$ cat config.mk
export PLATFORM = sky130hd
export DESIGN_NAME = uart_alu_frame_ctrl
export DESIGN_NICKNAME = d
export VERILOG_FILES = /design/src/rtl/uart_alu_frame_ctrl.sv
export SDC_FILE = /design/constraint.sdc
export NUM_CORES = 1
export LEC_CHECK = 0
export CORE_ASPECT_RATIO = 0.9
export CORE_UTILIZATION = 39
export CTS_CLUSTER_SIZE = 20
export DETAILED_ROUTE_END_ITERATION = 7
export GPL_TIMING_DRIVEN = 0
export PLACE_DENSITY = 0.65
export SLEW_MARGIN = 20
export SYNTH_ARGS = -nofsm -noshare
export SYNTH_HDL_FRONTEND = slang
export SYNTH_SLANG_ARGS = --single-unit
$ cat constraint.sdc
create_clock -name i_clk -period 1.4 [get_ports i_clk]
set_input_delay 0.14 -clock i_clk [delete_from_list [all_inputs] [get_ports i_clk]]
set_output_delay 0.14 -clock i_clk [all_outputs]
set_load 0.01 [all_outputs]
$ cat src/rtl/uart_alu_frame_ctrl.sv
`default_nettype none
// ============================================================================
// Module      : uart_alu_frame_ctrl
// Description : Collects operand1/operand2/opcode bytes from a UART receiver,
//               strobes the ALU, then serialises the result LSB byte first.
//               Optional inter-byte timeout: define UART_ALU_FRAME_TIMEOUT_EN.
// Revision    : 1.0 - initial release
// ============================================================================
module uart_alu_frame_ctrl #(
    parameter int NB_DATA        = 8,
    parameter int NB_OP          = 6,
    parameter int NB_OUT         = 16,
    parameter int TIMEOUT_CYCLES = 5208000
) (
    input  logic                     i_clk,
    input  logic                     i_reset,
    input  logic [7:0]               i_rx_data,
    input  logic                     i_rx_done,
    output logic [NB_DATA-1:0]       o_operand1,
    output logic [NB_DATA-1:0]       o_operand2,
    output logic [NB_OP-1:0]         o_opcode,
    output logic                     o_alu_valid,
    input  logic signed [NB_OUT-1:0] i_result,
    output logic [7:0]               o_tx_data,
    output logic                     o_tx_start,
    input  logic                     i_tx_busy,
    output logic                     o_busy,
    output logic                     o_overrun,
    output logic                     o_timeout
);

    localparam int c_BO    = NB_DATA / 8;
    localparam int c_BR    = NB_OUT / 8;
    localparam int c_CNT_W = (c_BO > 1) ? $clog2(c_BO) : 1;
    localparam int c_TXL_W = $clog2(c_BR + 1);
    localparam logic [c_CNT_W-1:0] c_BO_LAST = c_CNT_W'(c_BO - 1);

    typedef enum logic [2:0] {
        S_RX_OP1  = 3'd0,
        S_RX_OP2  = 3'd1,
        S_RX_OPC  = 3'd2,
        S_EXEC    = 3'd3,
        S_CAPTURE = 3'd4,
        S_TX_SEND = 3'd5,
        S_TX_WAIT = 3'd6
    } state_t;

    state_t               r_state;
    state_t               w_next;
    logic [c_CNT_W-1:0]   r_byte_cnt;
    logic [c_TXL_W-1:0]   r_tx_left;
    logic [NB_DATA-1:0]   r_op1;
    logic [NB_DATA-1:0]   r_op2;
    logic [NB_OP-1:0]     r_opc;
    logic [NB_OUT-1:0]    r_result;
    logic [7:0]           r_tx_data;
    logic                 w_alu_valid;
    logic                 w_tx_start;
    logic                 w_busy;
    logic                 w_overrun;
    logic                 w_rx_capture;
    logic                 w_timeout;

    always_ff @(posedge i_clk or negedge i_reset) begin
        if (!i_reset) begin
            r_state <= S_RX_OP1;
        end else begin
            r_state <= w_next;
        end
    end

    always_comb begin
        w_next       = r_state;
        w_alu_valid  = 1'b0;
        w_tx_start   = 1'b0;
        w_busy       = 1'b0;
        w_overrun    = 1'b0;
        w_rx_capture = 1'b0;
        case (r_state)
            S_RX_OP1: begin
                w_rx_capture = i_rx_done;
                if (i_rx_done && (r_byte_cnt == c_BO_LAST)) w_next = S_RX_OP2;
            end
            S_RX_OP2: begin
                w_rx_capture = i_rx_done;
                if (i_rx_done && (r_byte_cnt == c_BO_LAST)) w_next = S_RX_OPC;
            end
            S_RX_OPC: begin
                w_rx_capture = i_rx_done;
                if (i_rx_done) w_next = S_EXEC;
            end
            S_EXEC: begin
                w_alu_valid = 1'b1;
                w_busy      = 1'b1;
                w_overrun   = i_rx_done;
                w_next      = S_CAPTURE;
            end
            S_CAPTURE: begin
                w_busy    = 1'b1;
                w_overrun = i_rx_done;
                w_next    = S_TX_SEND;
            end
            S_TX_SEND: begin
                w_busy    = 1'b1;
                w_overrun = i_rx_done;
                if (!i_tx_busy) begin
                    w_tx_start = 1'b1;
                    w_next     = S_TX_WAIT;
                end
            end
            S_TX_WAIT: begin
                // r_tx_left was already decremented when this byte was started
                w_busy    = 1'b1;
                w_overrun = i_rx_done;
                if (!i_tx_busy) w_next = (r_tx_left != '0) ? S_TX_SEND : S_RX_OP1;
            end
            default: w_next = S_RX_OP1;
        endcase
        if (w_timeout) w_next = S_RX_OP1;
    end

`ifdef UART_ALU_FRAME_TIMEOUT_EN
    localparam int c_TO_W = $clog2(TIMEOUT_CYCLES + 1);
    localparam logic [c_TO_W-1:0] c_TO_LAST = c_TO_W'(TIMEOUT_CYCLES - 1);

    logic [c_TO_W-1:0] r_to_cnt;
    logic              w_to_active;

    // An empty RX_OP1 is not a partial frame, so it never times out
    assign w_to_active = ((r_state == S_RX_OP1) && (r_byte_cnt != '0)) ||
                         (r_state == S_RX_OP2) || (r_state == S_RX_OPC);
    assign w_timeout   = w_to_active && !i_rx_done && (r_to_cnt == c_TO_LAST);

    always_ff @(posedge i_clk or negedge i_reset) begin
        if (!i_reset) begin
            r_to_cnt <= '0;
        end else if (!w_to_active || i_rx_done || w_timeout) begin
            r_to_cnt <= '0;
        end else begin
            r_to_cnt <= r_to_cnt + c_TO_W'(1);
        end
    end
`else
    assign w_timeout = 1'b0;
`endif

    always_ff @(posedge i_clk or negedge i_reset) begin
        if (!i_reset) begin
            r_byte_cnt <= '0;
            r_tx_left  <= '0;
            r_op1      <= '0;
            r_op2      <= '0;
            r_opc      <= '0;
            r_result   <= '0;
            r_tx_data  <= '0;
        end else begin
            if ((w_next != r_state) || w_timeout) begin
                r_byte_cnt <= '0;
            end else if (w_rx_capture) begin
                r_byte_cnt <= r_byte_cnt + c_CNT_W'(1);
            end

            if (w_rx_capture) begin
                case (r_state)
                    S_RX_OP1: begin
                        for (int b = 0; b < c_BO; b++) begin
                            if (r_byte_cnt == c_CNT_W'(b)) r_op1[b*8 +: 8] <= i_rx_data;
                        end
                    end
                    S_RX_OP2: begin
                        for (int b = 0; b < c_BO; b++) begin
                            if (r_byte_cnt == c_CNT_W'(b)) r_op2[b*8 +: 8] <= i_rx_data;
                        end
                    end
                    S_RX_OPC: r_opc <= i_rx_data[NB_OP-1:0];
                    default: ;
                endcase
            end

            if (r_state == S_CAPTURE) begin
                r_result  <= i_result;
                r_tx_left <= c_TXL_W'(c_BR);
            end

            if (w_tx_start) begin
                r_tx_data <= r_result[7:0];
                r_result  <= r_result >> 8;
                r_tx_left <= r_tx_left - c_TXL_W'(1);
            end
        end
    end

    // The byte on o_tx_data stays visible after the start pulse
    assign o_tx_data   = (r_state == S_TX_SEND) ? r_result[7:0] : r_tx_data;
    assign o_operand1  = r_op1;
    assign o_operand2  = r_op2;
    assign o_opcode    = r_opc;
    assign o_alu_valid = w_alu_valid;
    assign o_tx_start  = w_tx_start;
    assign o_busy      = w_busy;
    assign o_overrun   = w_overrun;
    assign o_timeout   = w_timeout;

endmodule
`default_nettype wire

==> flow_summary.ini, run 1 <==
[outcome]
outcome = complete, but fails checks
failed_checks = negative setup slack

[min_path]
hold_class = in -> async

[cts]
cts_buffer_depth = 2
numCtsBuffers = 5
htreeDepth = 2
cts_tree = done
insertion_delay_ns = 0.30
cts.sinks = 52
clk_pin_slew_worst_paths_ns = 0.09
cts_root_buffer = clkbuf_8

[setup_path]
worstSetupStartpointType = register
r2r_start = r_state[1]$_DFF_PN0_
cp.arrival_ns = 1.59
startpoint = r_state[0]$_DFF_PN0_
cp_max_fo = 4
critical_path_required_ns = 1.26
critPathKind = reg -> out
worstSetupEndpointType = output port

[run]
drv_cap = 0

[placed_design]
dp_hpwl_um = 3160
dpl.cell_count = 306
placed_area_um2 = 3020
port_buffers = 61
place_congestion = 0.722

[cells_and_area]
regArea_um2 = 1300
antennaDiodeCount = 0
fin_nets = 304
drive_gt1_frac = 0.482
multi_input_area_um2 = 1180
final_cells = 346
syn_to_final_growth_pct = 62.8
final_common_cell = dfrtp_1
final_cell_mix = dfrtp_1, clkdlybuf4s50_1, buf_6
n_fill_cell = 449
finalInstanceArea_um2 = 3790

[detailed_routing]
drc = 0
drt-total-wl_um = 5400
dr.pass1.iters = 4
drtIter0Drc = 39
routedWlPerCell_um = 15.6
via_per_inst = 4.99
vias = 1726
postRouteAntennaNets = 0

[timing]
tightest_slew_ns = 0.648
fin_ws_ns = -0.331
relSlewSlack = 0.568
final.setup.tns_ns = -13.32
rsz0062_at_grt = yes
fin_crit_ns = 1.73
finalSetupViolCount = 60
post-route-period-util = 1.24
hold_slack_ns = 0.401
drv_slew = 0
fmax_mhz = 578
finClkSkew_ns = 0.00654
finalHoldViolations = 0

[synth]
yosysUniqueCellTypes = 32
syn_nets = 204
synth_top_area_cell = dfrtp_1
synth_cells = 175
avgSynthCellArea_um2 = 13.3
yosysWarnings = 0
synth_top_area_frac = 0.559
synth_area_um2 = 2330
synthTopCellsByArea = dfrtp_1, mux2_2, mux2_1
ys_seq_area_frac = 0.559
ys_ff_latch = 52

[grt]
grt.total_usage = 0.176
grt_first_pass_wirelength_um = 8380
grt_overflow_total = 0
grt_pass1_vias = 1588
grt_max_degree = 53
antenna_found_initial = 0

[floorplanning]
pin_count = 63
start_util = 0.406
die_w_um = 83.4
fp.dieH_um = 75.3
core_area_um2 = 5730
rows = 26
die_area_um2 = 6280

[pwr]
p_per_area_nw_per_um2 = 2220
p_total_w = 0.00843
max-vdd-ir-drop_mv = 1.08
p_leak_nw = 1.85
synthesized netlist by cell type (all sizes together):
cell type / count
dfrtp: 52
mux2: 39
nand2: 20
a21o: 9
a21oi: 9
buf: 9
a22o: 8
nor2: 4
nand2b: 3
o21ai: 3
and2b: 2
inv: 2
nor3b: 2
a211o: 1
a22oi: 1
and2: 1
and4: 1
and4bb: 1
conb: 1
ha: 1
nand3: 1
nor2b: 1
o211ai: 1
o22ai: 1
or3b: 1
xnor2: 1
layout make-up:
| type | instances | area share |
|---|---|---|
| sequential | 52 | 0.343 |
| multi-input combinational | 113 | 0.310 |
| timing repair buffer | 93 | 0.268 |
| buffer | 8 | 0.0281 |
| tap | 70 | 0.0231 |
| clock buffer | 6 | 0.0218 |
| clock inverter | 2 | 0.00363 |
| inverter | 2 | 0.00198 |
per-stage QoR:
step | worst slack (ns) | utilization
2_1_floorplan | 0.0339 | -
3_3_place_gp | -1.41 | 0.528
3_5_place_dp | -0.694 | 0.528
4_1_cts | -0.338 | 0.627
5_1_grt | -0.389 | 0.662
6_report | -0.331 | 0.662
worst paths after layout:
check,cells after the start,end,slack [ns]
max in group asynchronous,2,r_result[5]$_DFFE_PN0P_,0.57
min in group i_clk,3,r_result[10]$_DFFE_PN0P_,0.42
worst min-delay path,2,o_operand2[2]$_DFFE_PN0P_,0.40
worst min register to register,1,o_operand1[2]$_DFFE_PN0P_,0.51
worst max register to register,6,r_tx_data[2]$_DFFE_PN0P_,-0.33
worst max-delay path,6,o_tx_data[2],-0.33
sequential cells by signal, indices dropped and copies added (netlist names):
name        count
r_byte_cnt      1
o_opcode        6
r_result       16
o_operand2      8
r_tx_left       2
r_tx_data       8
r_state         3
o_operand1      8
routing by layer:
| metal | vias up | GRT usage | part of all wire |
|---|---|---|---|
| li1 | 815 | - | - |
| met1 | 878 | 0.247 | 0.47 |
| met2 | 28 | 0.279 | 0.49 |
| met3 | 5 | 0.0351 | 0.036 |
| met4 | 0 | 0.0565 | 0.011 |
| met5 | - | 0 | 0 |
cell families after synthesis:
| logic type | after synthesis | share of synthesized area |
|---|---|---|
| flip-flops | 52 | 0.559 |
| multiplexers | 39 | 0.189 |
| AND/OR/NAND/NOR | 37 | 0.0995 |
| AO/OA/AOI/OAI | 33 | 0.0979 |
| buffers and inverters | 11 | 0.0441 |
| adder cells (fa/ha/maj) | 1 | 0.00538 |
| other | 1 | 0.00161 |
| XOR/XNOR | 1 | 0.00376 |
report_power, final:
| group | total, W | switching, W | internal [W] | leakage [nW] |
|---|---|---|---|---|
| logic | 0.00494 | 0.00185 | 0.00309 | 1.15 |
| registers | 0.00259 | 0.000393 | 0.00220 | 0.639 |
| clock network | 0.000894 | 0.000489 | 0.000405 | 0.0516 |
| total | 0.00843 | 0.00273 | 0.00570 | 1.85 |
worst max-delay path: stages (launching register included):
cell	delay, ns
dfrtp_1	0.41
buf_6	0.12
nor2b_4	0.12
nand2_4	0.09
buf_6	0.13
mux2_4	0.30
buf_6	0.12
what timing repair did:
action | CTS | global route
hold buffers | 1 | 0
cloned | 5 | 0
setup buffers | 18 | 10
resized for setup | 104 | 41
endpoints found under the setup margin | 60 | 64
pin swaps | 12 | 27
hold endpoints to repair | 52 | 0
Note: power is estimated with default switching activity, not from simulation.
==> run 2, diff against run 1 <==
--- a/config.mk
+++ b/config.mk
@@ -11,7 +11,7 @@
 export DETAILED_ROUTE_END_ITERATION = 7
 export GPL_TIMING_DRIVEN = 0
 export PLACE_DENSITY = 0.65
-export SLEW_MARGIN = 20
+export SETUP_SLACK_MARGIN = 0.05
 export SYNTH_ARGS = -nofsm -noshare
 export SYNTH_HDL_FRONTEND = slang
 export SYNTH_SLANG_ARGS = --single-unit
==> run 2 against run 1 <==
Net effect: the run still ends with negative setup slack left; power is 0.72% lower; maximum frequency is 1.7% lower; sequential share of layout area is 0.33 points lower; clock skew hardly changed; combinational power is 1% lower; cell count is 0.87% higher; routed wire length is 7.7% higher; critical path type unchanged; critical endpoint is now o_tx_data[5].
==> flow_summary.ini, run 2 (synthesis gave the netlist of run 1 again) <==
[grt]
grt_first_pass_wirelength_um = 9220
grt.total_usage = 0.193
grt_pass1_vias = 1771
grt_max_degree = 40
grt_overflow_total = 0
antenna_found_initial = 0

[detailed_routing]
dr.pass1.iters = 4
met1_length_um = 2730
postRouteAntennaNets = 0
routedWlPerCell_um = 16.7
top_layer = met4
drt-total-wl_um = 5820
drc = 0
vias = 1762
via_per_inst = 5.05
met3_length_um = 174
dr_wl_met2_um = 2820
drtIter0Drc = 69

[pwr]
seqPwrFrac = 0.309
p_sw_w = 0.00278
p_per_area_nw_per_um2 = 2190
sw_frac_of_total = 0.332
pwr-share-clk = 0.106
p_comb_frac = 0.585
p_leak_nw = 1.93
max-vdd-ir-drop_mv = 1.15
p_int_w = 0.00559

[cells_and_area]
drive_gt1_frac = 0.509
syn_to_final_growth_pct = 64.4
finalInstanceArea_um2 = 3830
regMostFlops = r_result
final_common_cell = dfrtp_1
final_cell_mix = dfrtp_1, clkdlybuf4s50_1, buf_6
postLayoutCoreUtil = 0.668
fin_nets = 307
antennaDiodeCount = 0
final_cells = 349
largest_register_ffs = 16

[min_path]
hold_class = in -> async

[setup_path]
worstSetupEndpointType = output port
crit_top_cell = buf_6
cp_max_fo = 5
cp_num_buf_inv = 3
worstSetupStartpointType = register
cpLargestDelayFamily = flip-flops
cp_cell_sequence = buf_6 -> nor2b_4 -> nand2_4 -> buf_6 -> mux2_4 -> buf_6
crit_path_max_incr_delay_ns = 0.41
crit_path_top_delay_cell = dfrtp_1
critical_path_required_ns = 1.26
cp.arrival_ns = 1.62
critPathKind = reg -> out

[floorplanning]
pin_count = 63
rows = 26
fp.dieH_um = 75.3
die_area_um2 = 6280
start_util = 0.406
core_area_um2 = 5730
die_w_um = 83.4

[placed_design]
dpl.cell_count = 307
placed_area_um2 = 3040
place_congestion = 0.704
dp_hpwl_um = 3200
port_buffers = 61

[cts]
cts.sinks = 52
numCtsBuffers = 5
htreeDepth = 2
insertion_delay_ns = 0.30
clk_pin_slew_worst_paths_ns = 0.10
cts_tree = done
cts_root_buffer = clkbuf_8
cts_buffer_depth = 2

[timing]
fmax_mhz = 568
fin_crit_ns = 1.76
rsz0062_at_grt = yes
fin_ws_ns = -0.361
finClkSkew_ns = 0.00699
drv_slew = 0
post-route-period-util = 1.26
final.setup.tns_ns = -11.50
finalSetupViolCount = 60
finalHoldViolations = 0

[outcome]
failed_checks = negative setup slack
outcome = complete, but fails checks

[run]
drv_cap = 0
## run 2: changes by cell type in the layout (fill, tap and decap cells not counted), sizes merged, moves of 2 or more
cell,before,now
buf,49,54
dlymetal6s2s,2,14
dlygate4sd2,0,8
clkdlybuf4s50,46,26
bufbuf,3,1
## run 2: final cells by class
type	instances	area, um^2
repair buffers	95	1060
clock buffers	7	86.3
clock inverters	1	7.51
multi-input cells	113	1150
plain buffers	9	116
fillers	421	1900
flip-flops and latches	52	1300
inverters	2	7.51
well taps	70	87.6
## run 2: timing repair
item	in CTS	in global routing
hold buffers	1	0
pin swaps	29	16
buffers inserted	21	7
endpoints found under the setup margin	65	76
endpoints found under the hold margin	13	0
cloned	5	0
gates resized for setup	142	27
## run 2: worst paths after layout
| path | from | end | slack (ns) | cells past startpoint |
|---|---|---|---|---|
| worst max-delay path | r_state[1]$_DFF_PN0_ | o_tx_data[5] | -0.36 | 6 |
| worst min-delay path | i_reset | r_tx_data[1]$_DFFE_PN0P_ | 0.27 | 2 |
| worst max register to register | r_state[1]$_DFF_PN0_ | r_tx_data[3]$_DFFE_PN0P_ | -0.30 | 7 |
| worst min register to register | o_operand2[4]$_DFFE_PN0P_ | o_operand2[4]$_DFFE_PN0P_ | 0.51 | 1 |
| max in group asynchronous | i_reset | o_operand1[1]$_DFFE_PN0P_ | 0.61 | 3 |
| min in group i_clk | i_result[14] | r_result[14]$_DFFE_PN0P_ | 0.38 | 3 |
## run 2: metrics by stage
| stage | hold WS [ns] | total power, W | worst slack [ns] |
|---|---|---|---|
| 2_1_floorplan | -0.156 | 0.00447 | 0.0339 |
| 3_3_place_gp | 0.469 | 0.00593 | -1.40 |
| 3_5_place_dp | 0.0648 | 0.00600 | -0.679 |
| 4_1_cts | 0.269 | 0.00818 | -0.346 |
| 5_1_grt | 0.309 | 0.00888 | -0.411 |
| 6_report | 0.266 | 0.00837 | -0.361 |
## run 2: layer usage
layer,up-vias,track usage
met1,895,0.277
met3,9,0.0318
met4,0,0.0565
met5,-,0
li1,822,-
met2,36,0.310
## run 2: power by group through the flow
stage / Clock, W / Sequential [W] / Combinational, W
after floorplan: 0 / 0.00268 / 0.00180
after global placement: 0 / 0.00256 / 0.00338
after detailed placement: 0 / 0.00258 / 0.00341
after CTS: 0.000909 / 0.00259 / 0.00468
after global routing: 0.000965 / 0.00268 / 0.00524
final: 0.000887 / 0.00259 / 0.00489
